`config.mk`:
```
export PLATFORM = sky130hd
export DESIGN_NAME = iq_sample_packer
export DESIGN_NICKNAME = d
export VERILOG_FILES = /design/src/rtl/gnss_capture_pkg.sv /design/src/rtl/iq_bit_packer.sv /design/src/rtl/iq_sample_packer.sv
export SDC_FILE = /design/constraint.sdc
export NUM_CORES = 1
export LEC_CHECK = 0
export BUFFER_PORTS_ARGS = -buffer_cell sky130_fd_sc_hd__buf_4
export CAP_MARGIN = 10
export CORE_ASPECT_RATIO = 0.75
export CORE_MARGIN = 2
export CORE_UTILIZATION = 45
export CTS_CLUSTER_SIZE = 8
export DETAILED_ROUTE_END_ITERATION = 8
export PLACE_DENSITY_LB_ADDON = 0.1
export SYNTH_ARGS = -nofsm -noshare
export SYNTH_HDL_FRONTEND = slang
export SYNTH_SLANG_ARGS = --single-unit
```
`constraint.sdc`:
```
create_clock -name clk -period 2.6 [get_ports clk]
set_input_delay 0.26 -clock clk [delete_from_list [all_inputs] [get_ports clk]]
set_output_delay 0.26 -clock clk [all_outputs]
set_load 0.005 [all_outputs]
```
`src/rtl/gnss_capture_pkg.sv`:
```
// Shared types and defaults for the acquisition capture path.
package gnss_capture_pkg;

  typedef enum logic [1:0] {
    IDLE    = 2'd0,
    CAPTURE = 2'd1,
    DRAIN   = 2'd2,
    DONE    = 2'd3
  } state_t;

  localparam int unsigned DEF_IN_W     = 8;
  localparam int unsigned DEF_OUT_BITS = 1;
  localparam int unsigned DEF_BIT_SEL  = 2;
  localparam int unsigned DEF_PACK_N   = 10;
  localparam int unsigned DEF_CNT_W    = 16;

  function automatic int unsigned pack_width(input int unsigned pack_n,
                                             input int unsigned out_bits);
    return pack_n * out_bits;
  endfunction

endpackage

```
`src/rtl/iq_bit_packer.sv`:
```
// Per-channel serial-in/parallel-out packer; samples land LSB-first.
module iq_bit_packer
  import gnss_capture_pkg::*;
#(
  parameter int unsigned OUT_BITS = DEF_OUT_BITS,
  parameter int unsigned PACK_N   = DEF_PACK_N
) (
  input  logic                                     clk,
  input  logic                                     rst,
  input  logic                                     i_clr,
  input  logic                                     i_shift,
  input  logic [OUT_BITS-1:0]                      i_sample,
  output logic [pack_width(PACK_N, OUT_BITS)-1:0]  o_next
);

  localparam int unsigned W = pack_width(PACK_N, OUT_BITS);

  // Only the PACK_N-1 older samples are stored; the newest is taken straight
  // from the input so the full word is available on the last sample's edge.
  logic [W-OUT_BITS-1:0] r_sr;

  always_comb o_next = {i_sample, r_sr};

  always_ff @(posedge clk or posedge rst) begin
    if (rst) begin
      r_sr <= '0;
    end else if (i_clr) begin
      r_sr <= '0;
    end else if (i_shift) begin
      r_sr <= o_next[W-1:OUT_BITS];
    end
  end

endmodule

```
`src/rtl/iq_sample_packer.sv`:
```
// IQ sample quantiser/packer: bit-slices each sample, packs PACK_N per word,
// and emits a programmed number of word pairs per capture run.
module iq_sample_packer
  import gnss_capture_pkg::*;
#(
  parameter int unsigned IN_W     = DEF_IN_W,
  parameter int unsigned OUT_BITS = DEF_OUT_BITS,
  parameter int unsigned BIT_SEL  = DEF_BIT_SEL,
  parameter int unsigned PACK_N   = DEF_PACK_N,
  parameter int unsigned CNT_W    = DEF_CNT_W
) (
  input  logic                                     clk,
  input  logic                                     rst,
  input  logic                                     start,
  input  logic                                     abort,
  input  logic [CNT_W-1:0]                         cfg_words,
  input  logic                                     s_valid,
  output logic                                     s_ready,
  input  logic [IN_W-1:0]                          s_i,
  input  logic [IN_W-1:0]                          s_q,
  output logic                                     m_valid,
  input  logic                                     m_ready,
  output logic [pack_width(PACK_N, OUT_BITS)-1:0]  m_i,
  output logic [pack_width(PACK_N, OUT_BITS)-1:0]  m_q,
  output logic                                     busy,
  output logic                                     done
);

  localparam int unsigned W    = pack_width(PACK_N, OUT_BITS);
  localparam int unsigned SC_W = $clog2(PACK_N);
  localparam logic [SC_W-1:0]  LAST_IDX = SC_W'(PACK_N - 1);
  localparam logic [SC_W-1:0]  SC_ONE   = SC_W'(1);
  localparam logic [CNT_W-1:0] WC_ONE   = CNT_W'(1);

  if ((BIT_SEL + OUT_BITS > IN_W) || (OUT_BITS < 1) || (PACK_N < 2)) begin : g_bad_params
    $error("iq_sample_packer: illegal BIT_SEL/OUT_BITS/PACK_N combination");
  end

  state_t            r_state, w_next;
  logic [CNT_W-1:0]  r_cfg_words, r_word_cnt;
  logic [SC_W-1:0]   r_sample_cnt;
  logic              r_m_valid;
  logic [W-1:0]      r_m_i, r_m_q;
  logic [W-1:0]      w_word_i, w_word_q;
  logic              w_last, w_final, w_abort, w_s_ready, w_accept, w_load;

  always_comb begin
    w_last    = (r_sample_cnt == LAST_IDX);
    w_final   = ((r_word_cnt + WC_ONE) == r_cfg_words);
    w_abort   = abort && ((r_state == CAPTURE) || (r_state == DRAIN));
    // Stall only when the sample about to be taken would need the output
    // register while it still holds an unaccepted word.
    w_s_ready = (r_state == CAPTURE) && !(w_last && r_m_valid && !m_ready);
    w_accept  = s_valid && w_s_ready && !w_abort;
    w_load    = w_accept && w_last;
  end

  always_comb begin
    w_next = r_state;
    done   = 1'b0;
    case (r_state)
      IDLE: begin
        if (start) w_next = (cfg_words == '0) ? DONE : CAPTURE;
      end
      CAPTURE: begin
        if (w_abort)                w_next = IDLE;
        else if (w_load && w_final) w_next = DRAIN;
      end
      DRAIN: begin
        if (w_abort)                   w_next = IDLE;
        else if (r_m_valid && m_ready) w_next = DONE;
      end
      DONE: begin
        done   = 1'b1;
        w_next = IDLE;
      end
      default: w_next = IDLE;
    endcase
  end

  always_ff @(posedge clk or posedge rst) begin
    if (rst) begin
      r_state      <= IDLE;
      r_cfg_words  <= '0;
      r_word_cnt   <= '0;
      r_sample_cnt <= '0;
      r_m_valid    <= 1'b0;
      r_m_i        <= '0;
      r_m_q        <= '0;
    end else begin
      r_state <= w_next;
      if ((r_state == IDLE) && start) begin
        r_cfg_words  <= cfg_words;
        r_word_cnt   <= '0;
        r_sample_cnt <= '0;
      end
      if (w_abort) begin
        r_word_cnt   <= '0;
        r_sample_cnt <= '0;
        r_m_valid    <= 1'b0;
      end else begin
        if (w_accept) r_sample_cnt <= w_last ? '0 : r_sample_cnt + SC_ONE;
        if (w_load) begin
          r_word_cnt <= r_word_cnt + WC_ONE;
          r_m_i      <= w_word_i;
          r_m_q      <= w_word_q;
          r_m_valid  <= 1'b1;
        end else if (m_ready) begin
          r_m_valid  <= 1'b0;
        end
      end
    end
  end

  iq_bit_packer #(.OUT_BITS(OUT_BITS), .PACK_N(PACK_N)) u_pack_i (
    .clk      (clk),
    .rst      (rst),
    .i_clr    (w_abort),
    .i_shift  (w_accept),
    .i_sample (s_i[BIT_SEL +: OUT_BITS]),
    .o_next   (w_word_i)
  );

  iq_bit_packer #(.OUT_BITS(OUT_BITS), .PACK_N(PACK_N)) u_pack_q (
    .clk      (clk),
    .rst      (rst),
    .i_clr    (w_abort),
    .i_shift  (w_accept),
    .i_sample (s_q[BIT_SEL +: OUT_BITS]),
    .o_next   (w_word_q)
  );

  always_comb begin
    s_ready = w_s_ready;
    m_valid = r_m_valid;
    m_i     = r_m_i;
    m_q     = r_m_q;
    busy    = (r_state != IDLE);
  end

endmodule

```
After elaboration in Yosys (flattened, before gate mapping):

Cells that the tools add are included.

* register bits: 77
* input bits: 38
* output and inout port bits: 24
* logic and storage cells: 65

* $add $sub $neg: 2
* equal/unequal tests: 8
* multiplexer cells: 22
* bitwise logic cells: 1
* reduce and logical (&&, ||, !) cells: 23

Operator list (number)
* $mux W16: 3
* $mux W9: 4
* $add A16 B1 Y16 const B: 1
* $eq A16 B16 Y1: 1
* $logic_not A16 Y1: 1
* $mux W4: 4
* $mux W2: 6
* $logic_and A1 B1 Y1: 10
* $reduce_bool A3 Y1: 3
* $pmux W2 S4: 1
* $ne A3 B1 Y1 const B: 2
* $add A4 B1 Y4 const B: 1
* $eq A2 B2 Y1 const B: 2
* $eq A4 B4 Y1 const B: 1
* $mux W1: 4
* $reduce_bool A2 Y1: 2
* $logic_not A1 Y1: 3
* $reduce_and A3 Y1: 1
* $eq A2 B1 Y1 const B: 1
* $logic_not A2 Y1: 1
* $ne A2 B2 Y1 const B: 1
* $reduce_and A2 Y1: 1
* $logic_or A1 B1 Y1: 1
* $not A1 Y1: 1

Longest topological paths before layout:

* depth in word-level cells: 12
* depth in mapped cells: 10
* mapped depth without buffers: 9

Modules after synthesis:

A second synthesis with hierarchy kept.

* cell total of the unflattened synthesis: 391
* area total of the unflattened synthesis: 3843.7 µm²

Modules (own cells, without submodules)
* iq_sample_packer: times used 1, cells each 329, area each 3093.0 µm², seq. area each 1476.4 µm²
* iq_bit_packer: times used 2, cells each 31, area each 375.4 µm², seq. area each 225.2 µm²

Least setup slack after synthesis:

OpenSTA, ideal clock, no wires.

* kind: register to register
* start: register r_state[0]
* end: register r_state[0]
* setup time: 0.079 ns
* arrival time: 2.150 ns
* required time: 2.521 ns
* slack: 0.370 ns
* stages on the path, launching flop included: 10
* path buffers: 0
* clock period less this slack: 2.230 ns
* cell sequence: dfrtp_1 > inv_1 > ha_1 > nand2_1 > nand2_1 > or3_1 > nor4_1 > o2111ai_1 > o31ai_2 > mux2i_1

* cells in the longest elaborated chain, start to end: 9
* elaborated cells between the ends (all ways): 19
* classes of those cells: 6 x eq/ne; 3 x mux; 10 x reduce/logical

Ends and longest elaborated chain
* from (decl): line iq_sample_packer.sv:39 `state_t r_state, w_next;`
* from (signal assigned): line iq_sample_packer.sv:91 `r_state <= w_next;`
* $eq A2 B1 Y1 or $eq A2 B2 Y1 (tied branches): line iq_sample_packer.sv:50, iq_sample_packer.sv:53, iq_sample_packer.sv:61
* $logic_or A1 B1 Y1: line iq_sample_packer.sv:50 `w_abort = abort && ((r_state == CAPTURE) || (r_state == DRAIN));`
* $logic_and A1 B1 Y1: line iq_sample_packer.sv:50
* $logic_not A1 Y1: line iq_sample_packer.sv:54 `w_accept = s_valid && w_s_ready && !w_abort;`
* $logic_and A1 B1 Y1: line iq_sample_packer.sv:54
* $logic_and A1 B1 Y1: line iq_sample_packer.sv:55 `w_load = w_accept && w_last;`
* $logic_and A1 B1 Y1: line iq_sample_packer.sv:67 `else if (w_load && w_final) w_next = DRAIN;`
* $ne A3 B1 Y1 (no line)
* $reduce_and A3 Y1 (no line)

Parallel ways exist; a longest one is shown, timed or not.
A chain may end at the register's enable or synchronous reset.

Worst setup path in the final report:

* start: register r_state[1]
* end: register r_state[1]

Same word-level chain as after synthesis.

==> impl_metrics.yaml <==
status:
  status: "complete, no violations"
cts:
  cts_tree: "yes"
  cts.sink_count: 77
  root_buffer: "clkbuf_16"
  htree_num_levels: 3
  insertion_delay_ns: 0.34
  numCtsBuffers: 9
  cts_hold_buf: 0
  path_clk_slew_ns: 0.06
  cts_max_path_buffers: 2
synth:
  syn_nets: 458
  synth_most_common_cell: "nand2_1"
  yosys_register_bits: 77
  synth_xor_area_frac: 0.0481
  async_reset_ff_frac: 1.00
  yosysSeqAreaShare: 0.504
  synth_top_family_by_area: "simple AND/OR/NAND/NOR gates"
  ys_warn_count: 0
  synthAdderAreaFrac: 0.0262
  synth_cells: 412
  synth_area_leader_cell: "dfrtp_1"
  syn_area_um2: 3820
  ys.flop_type: "dfrtp_1"
  synth_enable_flop_cells: 0
  synthSimpleGateAreaFrac: 0.213
  synth_mux_area_frac: 0.0524
  synth_area_per_cell_um2: 9.27
  synth_area_leaders: "dfrtp_1 (50%), nand2_1 (11%), mux2_2 (4.7%)"
  synth.top_cell.area_share: 0.504
  synth_cell_types: 48
  synth_commonest_cells: "nand2_1 (112), dfrtp_1 (77), a21oi_1 (28), o21ai_0 (25), clkbuf_1 (19)"
  synth_compound_area_frac: 0.122
worst_setup_path:
  critPathLaunchType: "flop"
  critPathBufInv: 1
  end_kind: "flop"
  crit_type: "flop to flop"
  cp_slowest_stage_delay_ns: 0.38
  crit_family: "simple AND/OR/NAND/NOR gates"
  path_max_fanout: 4
  required_ns: 2.86
  crit_arrival_ns: 2.68
  slowest_stage: "or3_4"
  crit_chain: "inv_2 > ha_1 > nand2_2 > nand2_1 > or3_4 > nor4_4 > o2111ai_1 > o31ai_2 > mux2i_1"
timing:
  min_period_over_period: 0.930
  skew_ns: 0.00510
  whs_ns: 0.0155
  tightest_slew_ns: 0.578
  finalHoldViolCount: 0
  post-route-min-period_ns: 2.42
  max_freq_ghz: 0.413
  drv_slew: 0
  setup_viol: 0
  slew_headroom: 0.611
global_routing:
  antenna_found_initial: 0
  grt_pass1_vias: 2940
  grt_usage: 0.199
  grt_pass1_wl_um: 14700
  overflow: 0
  grt_max_degree: 78
drt:
  postRouteWirelength_um: 8680
  routed_via_density: 5.38
  firstDrtPassIters: 4
  detail_route.wl_per_cell_um: 15.1
  dr_total_vias: 3101
  drt-initial-drc-count: 150
  drc_errors: 0
  ant_nets: 0
finish:
  postLayoutCoreUtil: 0.568
  seq_area_um2: 1930
  drive_gt1_frac: 0.235
  num-fill-cells: 765
  stdcell_count: 576
  fin_nets: 510
  multiInputGateArea_um2: 1800
  diodes: 0
  area_growth_pct: 24.0
floorplan:
  die_y_um: 83.8
  core-area_um2: 8350
  initial_core_util: 0.458
  row_count: 29
  io_pins: 62
  die-area_um2: 9250
  die_x_um: 110
placement:
  dp_hpwl_um: 5870
  gp_congestion: 0.777
  io_buffers: 47
  dp.cells: 559
power:
  ir_drop_uv: 567
  power_density_nw_per_um2: 856
  p_leak_nw: 2.22
flow_run:
  drv_cap: 0
worst_hold_path:
  hp-class: "primary input to asynchronous set/reset pin"
final timing paths:
kind	startpoint	to	slack (ns)	cells after the start
min in group clk	s_i[2]	m_i[9]	0.13	3
max in group asynchronous	rst	r_cfg_words[6]	2.25	3
hold / removal	rst	m_valid	0.02	3
setup / recovery	r_state[1]	r_state[1]	0.18	9
setup reg to reg	r_state[1]	r_state[1]	0.18	9
hold reg to reg	u_pack_q.r_sr[0]	m_q[0]	0.47	2
registers in the layout, summed over array words and instances, names as in the netlist:
register	cells
m_i	10
u_pack_i.r_sr	9
u_pack_q.r_sr	9
r_state	2
r_cfg_words	16
r_sample_cnt	4
m_q	10
r_word_cnt	16
m_valid	1
worst reg2reg max path, delay by kind of cell, from the launching register on:
kind            cells  cell delay [ns]
simple gates        4             0.86
compound gates      2             0.50
flops               1             0.37
fa+ha+maj           1             0.31
mux                 1             0.22
buf+inv             1             0.07
cells in the final DEF, fill, tap and decap left out, drive strengths merged, types with 2 or more instances in the layout:
master / n
and4: 3
nor2b: 3
o31ai: 8
o41ai: 2
mux2i: 2
xnor2: 17
bufinv: 3
o21ai: 25
inv: 8
buf: 65
nand3b: 3
and2: 8
nand4: 6
nor4: 5
nand3: 11
clkbuf: 11
mux2: 16
and3: 6
xor2: 4
nand2: 112
dfrtp: 77
nor2: 14
a31oi: 3
nor3b: 3
ha: 8
a21oi: 28
cell families (layout without fill, tap and decap cells):
logic type | Yosys count | in the layout
flops | 77 | 77
mux | 18 | 18
buf+inv | 32 | 88
xor+xnor | 21 | 21
simple gates | 178 | 178
fa+ha+maj | 8 | 8
compound gates | 78 | 78
final cells by class:
| type | instances | share of cell area |
|---|---|---|
| repair buffers | 65 | 0.106 |
| clock buffers | 11 | 0.0533 |
| flip-flops and latches | 77 | 0.407 |
| clock inverters | 4 | 0.0201 |
| multi-input cells | 303 | 0.379 |
| well taps | 108 | 0.0285 |
| inverters | 8 | 0.00634 |
power breakdown:
group,leakage (nW),internal [mW],switching (mW)
Combinational,1.01,0.487,0.551
Clock,0.172,0.983,0.484
Sequential,1.03,1.39,0.161
Total,2.22,2.86,1.20
layer usage:
layer / track usage / vias to the layer above / part of all wire
met5: 0 / - / 0
met4: 0.0500 / 0 / 0.0077
met3: 0.0646 / 6 / 0.070
met2: 0.270 / 105 / 0.42
met1: 0.305 / 1476 / 0.51
li1: - / 1514 / -
metrics by stage:
step | total power, mW | area, um2 | setup WS [ns] | TNS [ns]
5_1_grt | 4.29 | 4740 | -0.0110 | -0.0141
4_1_cts | 4.06 | 4700 | 0.0808 | 0
3_5_place_dp | 2.57 | 4350 | 0.102 | 0
6_report | 4.06 | 4740 | 0.181 | 0
2_1_floorplan | 2.28 | 3820 | 0.370 | 0
3_3_place_gp | 2.55 | 4350 | 0.187 | 0
timing repair:
item / CTS / global route
endpoints found under the setup margin: 0 / 2
buffers inserted: 0 / 2
gates resized for setup: 0 / 7
(Power assumes the default switching activity.)
